**config.mk**
```make
export PLATFORM = sky130hd
export DESIGN_NAME = stdp_update_scheduler
export DESIGN_NICKNAME = d
export VERILOG_FILES = /design/src/rtl/stdp_pkg.sv /design/src/rtl/spike_age_counter.sv /design/src/rtl/stdp_update_scheduler.sv
export SDC_FILE = /design/constraint.sdc
export NUM_CORES = 1
export LEC_CHECK = 0
export CAP_MARGIN = 20
export CORE_UTILIZATION = 63
export DETAILED_ROUTE_END_ITERATION = 8
export PLACE_DENSITY = 0.92
export SYNTH_ARGS = -nofsm -noshare
export SYNTH_HDL_FRONTEND = slang
export SYNTH_SLANG_ARGS = --single-unit
export TNS_END_PERCENT = 20
```
**constraint.sdc**
```tcl
create_clock -name clock -period 9.1 [get_ports clock]
set_input_delay 1.365 -clock clock [delete_from_list [all_inputs] [get_ports clock]]
set_output_delay 1.365 -clock clock [all_outputs]
set_load 0.005 [all_outputs]
```
**src/rtl/stdp_pkg.sv**
```systemverilog
// Shared types, constants and update-rule helpers for the STDP weight-update scheduler.
package stdp_pkg;
    localparam int N_SYN   = 16;
    localparam int W_WIDTH = 4;
    localparam int AGE_W   = 3;
    localparam int SEL_W   = 4;

    typedef logic [AGE_W-1:0]   age_t;
    typedef logic [W_WIDTH-1:0] weight_t;
    typedef logic [SEL_W-1:0]   sel_t;

    localparam age_t    AGE_MAX  = 3'd7;
    localparam age_t    LTP_WIN  = 3'd3;
    localparam weight_t W_MAX    = 4'd15;
    localparam weight_t W_MIN    = 4'd0;
    localparam sel_t    IDX_LAST = 4'(N_SYN - 1);

    typedef enum logic [2:0] {
        ST_IDLE,
        ST_SEL,
        ST_READ,
        ST_WRITE,
        ST_DONE
    } state_e;

    // Potentiate recent spikes, depress older ones; AGE_MAX means no spike seen.
    function automatic weight_t stdp_rule(input age_t a, input weight_t w);
        weight_t r;
        r = w;
        if (a <= LTP_WIN) begin
            if (w != W_MAX) r = w + 4'd1;
        end else if (a != AGE_MAX) begin
            if (w != W_MIN) r = w - 4'd1;
        end
        return r;
    endfunction

    // Signed spike timing: +a inside the LTP window, -(a-LTP_WIN) beyond it.
    function automatic age_t age_to_td(input age_t a);
        age_t r;
        r = '0;
        if (a <= LTP_WIN)      r = a;
        else if (a != AGE_MAX) r = LTP_WIN - a;
        return r;
    endfunction
endpackage

```
**src/rtl/spike_age_counter.sv**
```systemverilog
// Per-synapse saturating presynaptic spike age; a spike clears, enable advances.
module spike_age_counter
    import stdp_pkg::*;
(
    input  logic       clock,
    input  logic       reset,
    input  logic       enable,
    input  logic       spike,
    output logic [2:0] age
);
    age_t age_q;

    always_ff @(posedge clock or posedge reset) begin
        if (reset) begin
            age_q <= AGE_MAX;
        end else if (spike) begin
            age_q <= '0;
        end else if (enable && age_q != AGE_MAX) begin
            age_q <= age_q + 3'd1;
        end
    end

    assign age = age_q;
endmodule

```
**src/rtl/stdp_update_scheduler.sv**
```systemverilog
// On a postsynaptic rising edge, snapshots all spike ages and runs a
// select/read/write pass over every synapse weight.
module stdp_update_scheduler
    import stdp_pkg::*;
(
    input  logic              clock,
    input  logic              reset,
    input  logic              enable,
    input  logic              postsynapSR0,
    input  logic [15:0]       presynap_spikes,
    output logic [3:0]        select,
    input  logic [3:0]        weight_rd_data,
    output logic              weight_wr_en,
    output logic [3:0]        weight_wr_data,
    output logic signed [2:0] time_difference,
    output logic              busy,
    output logic              scan_done,
    output logic              missed_post
);
    logic [N_SYN-1:0][AGE_W-1:0] age_live;
    logic [N_SYN-1:0][AGE_W-1:0] snap_q;
    state_e  state_q, state_d;
    sel_t    idx_q, idx_d;
    sel_t    sel_q;
    weight_t wnew_q;
    logic    post_q;
    logic    missed_q;
    logic    post_rise;
    age_t    cur_age;

    for (genvar gi = 0; gi < N_SYN; gi++) begin : g_age
        spike_age_counter u_age (
            .clock  (clock),
            .reset  (reset),
            .enable (enable),
            .spike  (presynap_spikes[gi]),
            .age    (age_live[gi])
        );
    end

    assign post_rise = postsynapSR0 & ~post_q;
    assign cur_age   = snap_q[idx_q];

    always_comb begin
        state_d = state_q;
        idx_d   = idx_q;
        case (state_q)
            ST_IDLE: begin
                if (post_rise && enable) begin
                    state_d = ST_SEL;
                    idx_d   = '0;
                end
            end
            ST_SEL:   state_d = ST_READ;
            ST_READ:  state_d = ST_WRITE;
            ST_WRITE: begin
                if (idx_q == IDX_LAST) begin
                    state_d = ST_DONE;
                end else begin
                    idx_d   = idx_q + 4'd1;
                    state_d = ST_SEL;
                end
            end
            ST_DONE:  state_d = ST_IDLE;
            default:  state_d = ST_IDLE;
        endcase
    end

    always_ff @(posedge clock or posedge reset) begin
        if (reset) begin
            state_q  <= ST_IDLE;
            idx_q    <= '0;
            sel_q    <= '0;
            wnew_q   <= '0;
            snap_q   <= {N_SYN{AGE_MAX}};
            post_q   <= 1'b0;
            missed_q <= 1'b0;
        end else begin
            post_q  <= postsynapSR0;
            state_q <= state_d;
            idx_q   <= idx_d;
            if (state_q == ST_IDLE && state_d == ST_SEL) snap_q <= age_live;
            // select moves on entry to SEL so the memory read settles during READ
            if (state_d == ST_SEL) sel_q <= idx_d;
            if (state_q == ST_READ) wnew_q <= stdp_rule(cur_age, weight_rd_data);
            if (post_rise && state_q != ST_IDLE) missed_q <= 1'b1;
        end
    end

    assign select          = sel_q;
    assign weight_wr_en    = (state_q == ST_WRITE);
    assign weight_wr_data  = wnew_q;
    assign time_difference = (state_q == ST_READ || state_q == ST_WRITE) ? age_to_td(cur_age) : '0;
    assign busy            = (state_q != ST_IDLE);
    assign scan_done       = (state_q == ST_DONE);
    assign missed_post     = missed_q;
endmodule

```
# --- After elaboration in Yosys (flattened, before gate mapping) ---
# Index checks and enable logic that the tools add are counted.
totals:
  reg_bits: 113
  output_inout_bits: 15
  elab_cells: 172
op_classes:
  add_sub_neg: 20
  n_lt_le_gt_ge: 2
  eq_ne: 24
  mux: 47
  n_bitwise: 2
  reduce_logical: 39
op_table:
  columns: ["cell", "n"]
  rows:
  - ["2-to-1 mux 3 bit", 38]
  - ["!= test 3 bit, second input constant", 17]
  - ["adder 3 x 1 -> 3 bit, second input constant", 16]
  - ["nonzero test 2 bit", 16]
  - ["2-to-1 mux 4 bit", 6]
  - ["logical AND 1 bit", 19]
  - ["binary-select mux 3 bit (select 4 bit)", 1]
  - ["one-hot mux 3 bit (4 select lines)", 1]
  - ["adder 4 x 1 -> 4 bit, second input constant", 2]
  - ["one-hot mux 4 bit (2 select lines)", 1]
  - ["equality test 3 x 1 -> 1 bit, second input constant", 2]
  - ["equality test 3 x 2 -> 1 bit, second input constant", 2]
  - ["< comparator 4 x 5 -> 1 bit, second input constant", 1]
  - ["equality test 4 bit, second input constant", 1]
  - ["!= test 4 bit, second input constant", 1]
  - ["nonzero test 4 bit", 1]
  - ["subtractor 4 x 1 -> 4 bit, second input constant", 1]
  - ["equality test 3 bit, second input constant", 1]
  - ["<= comparator 3 x 2 -> 1 bit, second input constant", 1]
  - ["zero test 3 bit", 1]
  - ["nonzero test 3 bit", 1]
  - ["subtractor 2 x 3 -> 3 bit, first input constant", 1]
  - ["AND 1 bit", 1]
  - ["logical OR 1 bit", 1]
  - ["NOT 1 bit", 1]

# --- Longest topological paths before layout ---
# Gate-level depths: netlist of run 1.
depth:
  depth_word: 7
  depth_mapped: 9
  depth_no_buf: 6

# --- Cells and area by module ---
# A second synthesis of run 1 with hierarchy kept.
hier_totals:
  hier_cells: 496
  hier_area_um2: 6264.8
modules_own_cells:
  columns: ["mod", "n_inst", "cells_per_inst", "area_per_inst_um2", "seq_area_each_um2"]
  rows:
  - ["stdp_update_scheduler", 1, 240, 3201.8, 1686.6]
  - ["spike_age_counter", 16, 16, 191.4, 78.8]

# --- Least setup slack after synthesis of run 1 ---
# No wires, ideal clock.
synth_timing:
  kind: "register to output"
  start: "register idx_q[0]"
  end: "output port time_difference[0]"
  arrival_time_ns: 1.875
  t_required_ns: 7.735
  path_slack_ns: 5.860
  stages_incl_launch_ff: 9
  path_cell_list: "dfrtp_1 > buf_6 > mux4_2 > mux2_2 > nand2b_4 > and2_4 > buf_6 > xnor2_1 > nor2_1"
synth_between:
  elab_chain_cells: 6
synth_rtl:
  columns: ["element", "line", "source"]
  rows:
  - ["from (decl)", "stdp_update_scheduler.sv:23", "sel_t idx_q, idx_d;"]
  - ["from (signal assigned)", "stdp_update_scheduler.sv:81", "idx_q <= idx_d;"]
  - ["binary-select mux 3 bit (select 4 bit) *", "stdp_update_scheduler.sv:42", "assign cur_age = snap_q[idx_q];"]
  - ["2-to-1 mux 3 bit (not written as such) *", "stdp_update_scheduler.sv:42", null]
  - ["subtractor 2 x 3 -> 3 bit / != test 3 bit (equally long branches)", "stdp_pkg.sv:43", "else if (a != AGE_MAX) r = LTP_WIN - a;"]
  - ["2-to-1 mux 3 bit", "stdp_pkg.sv:43", null]
  - ["2-to-1 mux 3 bit *", "stdp_pkg.sv:42", "if (a <= LTP_WIN) r = a;"]
  - ["2-to-1 mux 3 bit *", "stdp_update_scheduler.sv:93", "assign time_difference = (state_q == ST_READ || state_q == ST_WRITE) ? age_to_td(cur_age) : '0;"]
  - ["to (decl)", "stdp_update_scheduler.sv:15", "output logic signed [2:0] time_difference,"]
# Mark *: on every way between the ends. The rest lies on a longest branch, timed or not. The select of a mux whose other input is x is not followed.

# --- Final worst setup path of run 1 ---
layout_timing:
  start: "register idx_q[0]"
  end: "output port time_difference[2]"
# The elaborated chain is that of the path after synthesis.

==> results of run 1 <==
-- final cells by class --
class	count	area share, %
Sequential cell	113	43.8
Multi-Input combinational cell	301	38.3
Clock buffer	23	7.26
Timing Repair Buffer	40	5.88
Clock inverter	9	2.25
Tap cell	108	2.01
Inverter	8	0.484
-- power by group --
group          internal, mW  switching [mW]
clock                 0.482           0.230
sequential            0.668           0.122
combinational         0.263           0.209
total                  1.41           0.560
-- logic make-up after synthesis --
kind of cell,Yosys count
AO/OA/AOI/OAI,27
XOR/XNOR,20
adder cells (fa/ha/maj),35
buffers and inverters,22
flip-flops,113
multiplexers,98
AND/OR/NAND/NOR,121
-- registers in the layout, indices dropped and copies added, names as in the netlist --
| signal | cells |
|---|---|
| g_age.u_age.age | 48 |
| snap_q | 48 |
| idx_q | 4 |
| select | 4 |
| weight_wr_data | 4 |
| state_q | 3 |
| missed_post | 1 |
| post_q | 1 |
-- worst min-delay path by stage --
stage | endpoint | depth (start not counted)
6_report | state_q[1]$_DFF_PP0_ | 1
5_1_grt | state_q[1]$_DFF_PP0_ | 1
4_1_cts | state_q[1]$_DFF_PP0_ | 1
3_5_place_dp | state_q[1]$_DFF_PP0_ | 1
3_3_place_gp | state_q[1]$_DFF_PP0_ | 1
2_1_floorplan | state_q[1]$_DFF_PP0_ | 1
-- placed cells by master (no fill, tap or decap), types with 4 or more instances in the layout --
cell type	instances
dfstp_2	96
nor2_1	60
mux2_2	49
mux2i_1	38
clkdlybuf4s50_1	38
ha_1	35
xnor2_1	20
nor2b_1	18
clkbuf_16	17
dfrtp_1	17
nand3_1	12
nand2_1	12
inv_1	7
mux4_2	7
a31oi_1	4
clkbuf_8	4
bufinv_16	4
-- worst register-to-register path: cells and delay by family (launching register included) --
kind / cells / cell delay (ps)
simple gates: 1 / 160
flops: 1 / 850
compound gates: 3 / 830
mux: 2 / 890
-- stage by stage --
| step | hold slack, ps | total power, mW | utilization [%] |
|---|---|---|---|
| finish | 458 | 1.97 | 77.5 |
| CTS | 456 | 1.98 | 77.5 |
| global placement | 433 | 1.21 | 70.1 |
| detailed placement | 443 | 1.25 | 70.1 |
| floorplan | 419 | 1.08 | - |
| global route | 486 | 2.06 | 77.5 |
-- metal layers --
metal | vias to the layer above | track usage (%) | share of wire (%)
li1 | 1638 | - | -
met1 | 1825 | 33.6 | 40
met2 | 130 | 49.9 | 51
met3 | 43 | 8.76 | 4.9
met4 | 0 | 15.4 | 3.7
met5 | - | 0 | 0
==> results.json, run 1 <==
{
  "outcome": "finished, final reports clean",
  "cpPeakStageDelay_ps": 850,
  "buffers_on_ports": 38,
  "synth_compound_gate_area_share_pct": 3.57,
  "placedCellCount": 570,
  "asyncSetResetFlopFracSynth_pct": 100,
  "seq_area_frac_synth_pct": 52.5,
  "cts_sinks": 113,
  "design.final.nets": 540,
  "fill_cells": 498,
  "grt_pass1_wl_um": 19400,
  "timing.critical_path.cells": "mux4_1 > a22oi_1 > nand3_1 > nand2_1 > nand2_1 > nor2_1 > clkdlybuf4s50_1",
  "cts.htree.levels": 4,
  "critical_path.slowest_cell": "dfrtp_1",
  "layout_min_cycle_time_ps": 4750,
  "synth_xor_area_share_pct": 3.12,
  "critPathArrivalTime_ps": 3390,
  "worst-slew-pin-transition_ps": 982,
  "reg2reg_to": "weight_wr_data[2]$_DFFE_PP0N_",
  "fin_cells": 602,
  "synthSimpleGateAreaFrac_pct": 10.2,
  "placement.setup.worst_slack_ps": 4940,
  "timing.critical_path.max_delay_family": "flip-flops",
  "resized_cells_post_cts": 0,
  "final_report_max_slew_violation_count": 0,
  "wire_length_after_detailed_routing_um": 12200,
  "synthesis.area_um2": 5620,
  "hold_wc_path_type": "reg2reg",
  "io_pins": 39,
  "yosys_register_bits": 113,
  "clock_latency_ps": 520,
  "synth_largest_type_area_fraction_pct": 44.9,
  "timing_worst_setup_path_type": "reg2out",
  "synth_largest_area_cell": "dfstp_2",
  "core_area_um2": 8680,
  "area_growth_syn_to_layout_pct": 19.7,
  "setup_total_negative_slack_ps": 0,
  "critical-path-top-cell-by-count": "nand2_1",
  "synth_fa_ha_area_share_pct": 7.80,
  "post_synth_inst_count": 436,
  "yosys-mux-area-fraction_pct": 21.0,
  "synth.top_cells.by_area": "dfstp_2, mux2_2, ha_1",
  "cellLeakagePower_nw": 2.96,
  "clock-skew-final_ps": 7.90,
  "first_global_vias": 3905,
  "antenna_found_initial": 0,
  "floorplan.die.width_um": 96.4,
  "detail_route.vias_per_cell": 6.04,
  "period_share_pct": 52.2,
  "critPathLaunch": "idx_q[0]$_DFF_PP0_",
  "timing.critical_path.from_type": "flop",
  "grt_setup_unrepaired": "no",
  "final_critical_path_setup_slack_ps": 4350,
  "combinational_family_with_the_most_area_after_synthesis": "multiplexers",
  "synthesis.area_per_instance_um2": 12.9,
  "synth_most_common_cell": "dfstp_2",
  "post-cts-setup-buffer-count": 0,
  "layout.cell_area.non_filler_um2": 6720,
  "seqCellArea_um2": 2950,
  "postSynthNetCount": 495,
  "area_used_by_multi_input_combinational_logic_um2": 2570,
  "drc_errors": 0,
  "synth_common_cells": "dfstp_2, nor2_1, mux2_2",
  "fmaxAchievable_ghz": 0.211,
  "setup_slack_reg_to_reg_ps": 6260,
  "dr_total_vias": 3636,
  "synth_cell_types": 45,
  "worst_setup_path_end_kind": "output port",
  "final-hold-violation-count": 0,
  "worstHoldStart": "state_q[2]$_DFF_PP0_",
  "largest_net_degree_at_the_start_of_global_routing": 81,
  "final-setup-viol-count": 0,
  "routabilityCongestion": 0.845,
  "hold_buffers": 0,
  "clkSlewWorstSetupHoldPaths_ps": 60,
  "core.rowCount": 34,
  "critical_path_buf_inv_count": 1,
  "cellPowerDensity_nw_per_um2": 294,
  "required_time_of_the_worst_setup_path_ps": 7740,
  "cts_root_buffer": "clkbuf_8",
  "die_area_um2": 9290,
  "most_used_flip_flop_cell_after_synthesis": "dfstp_2",
  "grt-ovfl-total": 0,
  "max-vdd-ir-drop_mv": 0.157,
  "timing.critical_path.to": "time_difference[2]",
  "worstRegToRegCells": 6,
  "cts_inserted_buffers": 17,
  "first_pass_iters": 4,
  "dpl-instance-area_um2": 6080,
  "post_drt_wl_per_cell_um": 20.3,
  "tritoncts_clock_tree": "built",
  "synthesis.yosys.warnings": 0,
  "start_util_pct": 64.7,
  "max_cap_violations": 0,
  "cts-root-to-sink-buffers": 2,
  "antenna_left": 0,
  "dp.final_hpwl_um": 7930,
  "groute.usage.overall_pct": 29.4,
  "timing.rr.start": "idx_q[0]$_DFF_PP0_",
  "fp.dieH_um": 96.4,
  "timing.slew.headroom_pct": 34.5,
  "insertedDiodeCount": 0,
  "critical_path.max_fanout": 19,
  "synth_edf_count": 0,
  "post_route_cells_drive_above_1_share_pct": 38.5,
  "drt_first_iter_violations": 217,
  "crit_cells": 7
}
(Power assumes the default switching activity.)
==> run 2: changes to the inputs <==
--- a/config.mk
+++ b/config.mk
@@ -6,9 +6,9 @@
 export NUM_CORES = 1
 export LEC_CHECK = 0
 export CAP_MARGIN = 20
-export CORE_UTILIZATION = 63
+export CORE_UTILIZATION = 53
 export DETAILED_ROUTE_END_ITERATION = 8
-export PLACE_DENSITY = 0.92
+export PLACE_DENSITY = 0.83
 export SYNTH_ARGS = -nofsm -noshare
 export SYNTH_HDL_FRONTEND = slang
 export SYNTH_SLANG_ARGS = --single-unit
==> constraint.sdc (replaced) <==
create_clock -name clock -period 3.8 [get_ports clock]
set_input_delay 0.57 -clock clock [delete_from_list [all_inputs] [get_ports clock]]
set_output_delay 0.57 -clock clock [all_outputs]
set_load 0.005 [all_outputs]
==> results.json, run 2 (same netlist as run 1, synthesis figures left out) <==
{
  "first_pass_iters": 4,
  "area_growth_syn_to_layout_pct": 19.5,
  "clkSlewWorstSetupHoldPaths_ps": 60,
  "timing_worst_setup_path_type": "reg2out",
  "critical_path.max_fanout": 12,
  "critical_path.slowest_cell": "mux4_1",
  "critical_path_buf_inv_count": 2,
  "critPathArrivalTime_ps": 3020,
  "dpl-instance-area_um2": 6150,
  "hold_wc_path_type": "reg2reg",
  "layout.cells.most_common_list": "dfstp_2, nor2_1, mux2_2, mux2i_1, clkdlybuf4s50_1",
  "timing.hold.ws_ps": 454,
  "core.rowCount": 37,
  "max_cap_violations": 0,
  "final_report_max_slew_violation_count": 0,
  "fin_cells": 633,
  "placedCellCount": 601,
  "cts_sinks": 113,
  "timing.critical_path.cells": "buf_4 > mux4_1 > a22oi_1 > nand3_1 > nand2_2 > nand2_1 > nor2_1 > clkdlybuf4s50_1",
  "layout_min_cycle_time_ps": 3590,
  "io_pins": 39,
  "final-setup-viol-count": 0,
  "setup_total_negative_slack_ps": 0,
  "grt_setup_unrepaired": "no",
  "design_power_total_mw": 4.46,
  "final-hold-violation-count": 0,
  "wire_length_after_detailed_routing_um": 11200,
  "worstRegToRegCells": 6,
  "post_route_cells_drive_above_1_share_pct": 39.4,
  "timing.critical_path.from_type": "flop",
  "grt_pass1_wl_um": 18500,
  "cts_root_buffer": "clkbuf_8",
  "cellPowerDensity_nw_per_um2": 665,
  "timing.critical_path.max_delay_family": "buffers and inverters",
  "period_share_pct": 94.5,
  "groute.usage.overall_pct": 22.2,
  "core_area_um2": 10300,
  "fmaxAchievable_ghz": 0.279,
  "drc_errors": 0,
  "first_global_vias": 3698,
  "largest_net_degree_at_the_start_of_global_routing": 59,
  "cts.htree.levels": 4,
  "timing.slew.headroom_pct": 52.1,
  "cts_inserted_buffers": 17,
  "grt-ovfl-total": 0,
  "dp.final_hpwl_um": 7790,
  "cellLeakagePower_nw": 2.92,
  "floorplan.die.width_um": 105,
  "post_drt_wl_per_cell_um": 17.7,
  "cts-root-to-sink-buffers": 2,
  "crit_cells": 8,
  "start_util_pct": 54.6,
  "clock_latency_ps": 530,
  "max-vdd-ir-drop_mv": 0.638,
  "worst-slew-pin-transition_ps": 718,
  "worst_setup_path_end_kind": "output port",
  "die_area_um2": 11000,
  "outcome": "finished, final reports clean",
  "tritoncts_clock_tree": "built",
  "placement.setup.worst_slack_ps": 526,
  "drt_first_iter_violations": 170,
  "detail_route.vias_per_cell": 5.56,
  "clock-skew-final_ps": 9.28,
  "layout.cell_area.non_filler_um2": 6710,
  "final_critical_path_setup_slack_ps": 210,
  "antenna_found_initial": 0,
  "buffers_on_ports": 38,
  "fp.dieH_um": 105,
  "insertedDiodeCount": 0,
  "final_core_util_pct": 65.3,
  "cpPeakStageDelay_ps": 580,
  "final_common_cell": "dfstp_2",
  "antenna_left": 0,
  "worstHoldPathCells": 1,
  "required_time_of_the_worst_setup_path_ps": 3230,
  "dr_total_vias": 3519,
  "routabilityCongestion": 0.886,
  "design.final.nets": 543
}
run 2: changes by cell type in the layout (fill, tap and decap cells not counted), moves of 2 or more:
cell / previous run / this run
clkinvlp_4: 1 / 4
bufinv_16: 4 / 1
clkbuf_8: 4 / 1
clkinv_4: 1 / 4
buf_4: 2 / 4
inv_6: 0 / 4
clkinv_2: 3 / 1
run 2: final cells by class:
| class | count | area (um2) |
|---|---|---|
| Fill cell | 734 | 3570 |
| Sequential cell | 113 | 2950 |
| Multi-Input combinational cell | 301 | 2570 |
| Timing Repair Buffer | 43 | 430 |
| Clock buffer | 18 | 418 |
| Tap cell | 136 | 170 |
| Clock inverter | 14 | 135 |
| Inverter | 8 | 32.5 |
run 2: power breakdown:
part	internal [mW]	leakage (nW)	switching (mW)	total, mW
combinational	0.639	1.47	0.502	1.14
sequential	1.60	1.20	0.260	1.86
clock	0.875	0.259	0.588	1.46
total	3.11	2.92	1.35	4.46
run 2: worst paths after layout:
kind,from,end,slack [ps]
hold / removal,state_q[2]$_DFF_PP0_,state_q[1]$_DFF_PP0_,450
max in group asynchronous,reset,g_age[8].u_age.age[0]$_DFFE_PP1P_,2490
hold reg to reg,state_q[2]$_DFF_PP0_,state_q[1]$_DFF_PP0_,450
setup reg to reg,idx_q[3]$_DFF_PP0_,weight_wr_data[2]$_DFFE_PP0N_,1470
setup / recovery,idx_q[0]$_DFF_PP0_,time_difference[2],210
min in group asynchronous,reset,select[1]$_DFFE_PP0N_,550
run 2: metal layers:
layer | vias to the layer above | part of all wire, % | routed length (um) | GRT usage (%)
li1 | 1643 | - | - | -
met1 | 1772 | 43 | 4820 | 27.8
met2 | 82 | 50 | 5640 | 36.7
met3 | 22 | 4.7 | 532 | 5.68
met4 | 0 | 2.2 | 248 | 9.26
met5 | - | 0 | 0 | 0
run 2: what timing repair did:
item                       in CTS  in global routing
cloned                          0                  0
hold buffers                    0                  0
buffers inserted                0                  0
resized for setup               1                  1
setup endpoints to repair       1                  1
hold endpoints to repair        0                  0
==> run 3: changes to the inputs <==
--- a/config.mk
+++ b/config.mk
@@ -8,6 +8,7 @@
 export CAP_MARGIN = 20
 export CORE_UTILIZATION = 53
 export DETAILED_ROUTE_END_ITERATION = 8
+export HOLD_SLACK_MARGIN = 0.15
 export PLACE_DENSITY = 0.83
 export SYNTH_ARGS = -nofsm -noshare
 export SYNTH_HDL_FRONTEND = slang
==> results of run 3 <==
No change in the layout: final DEF, timing and power equal those of run 2.
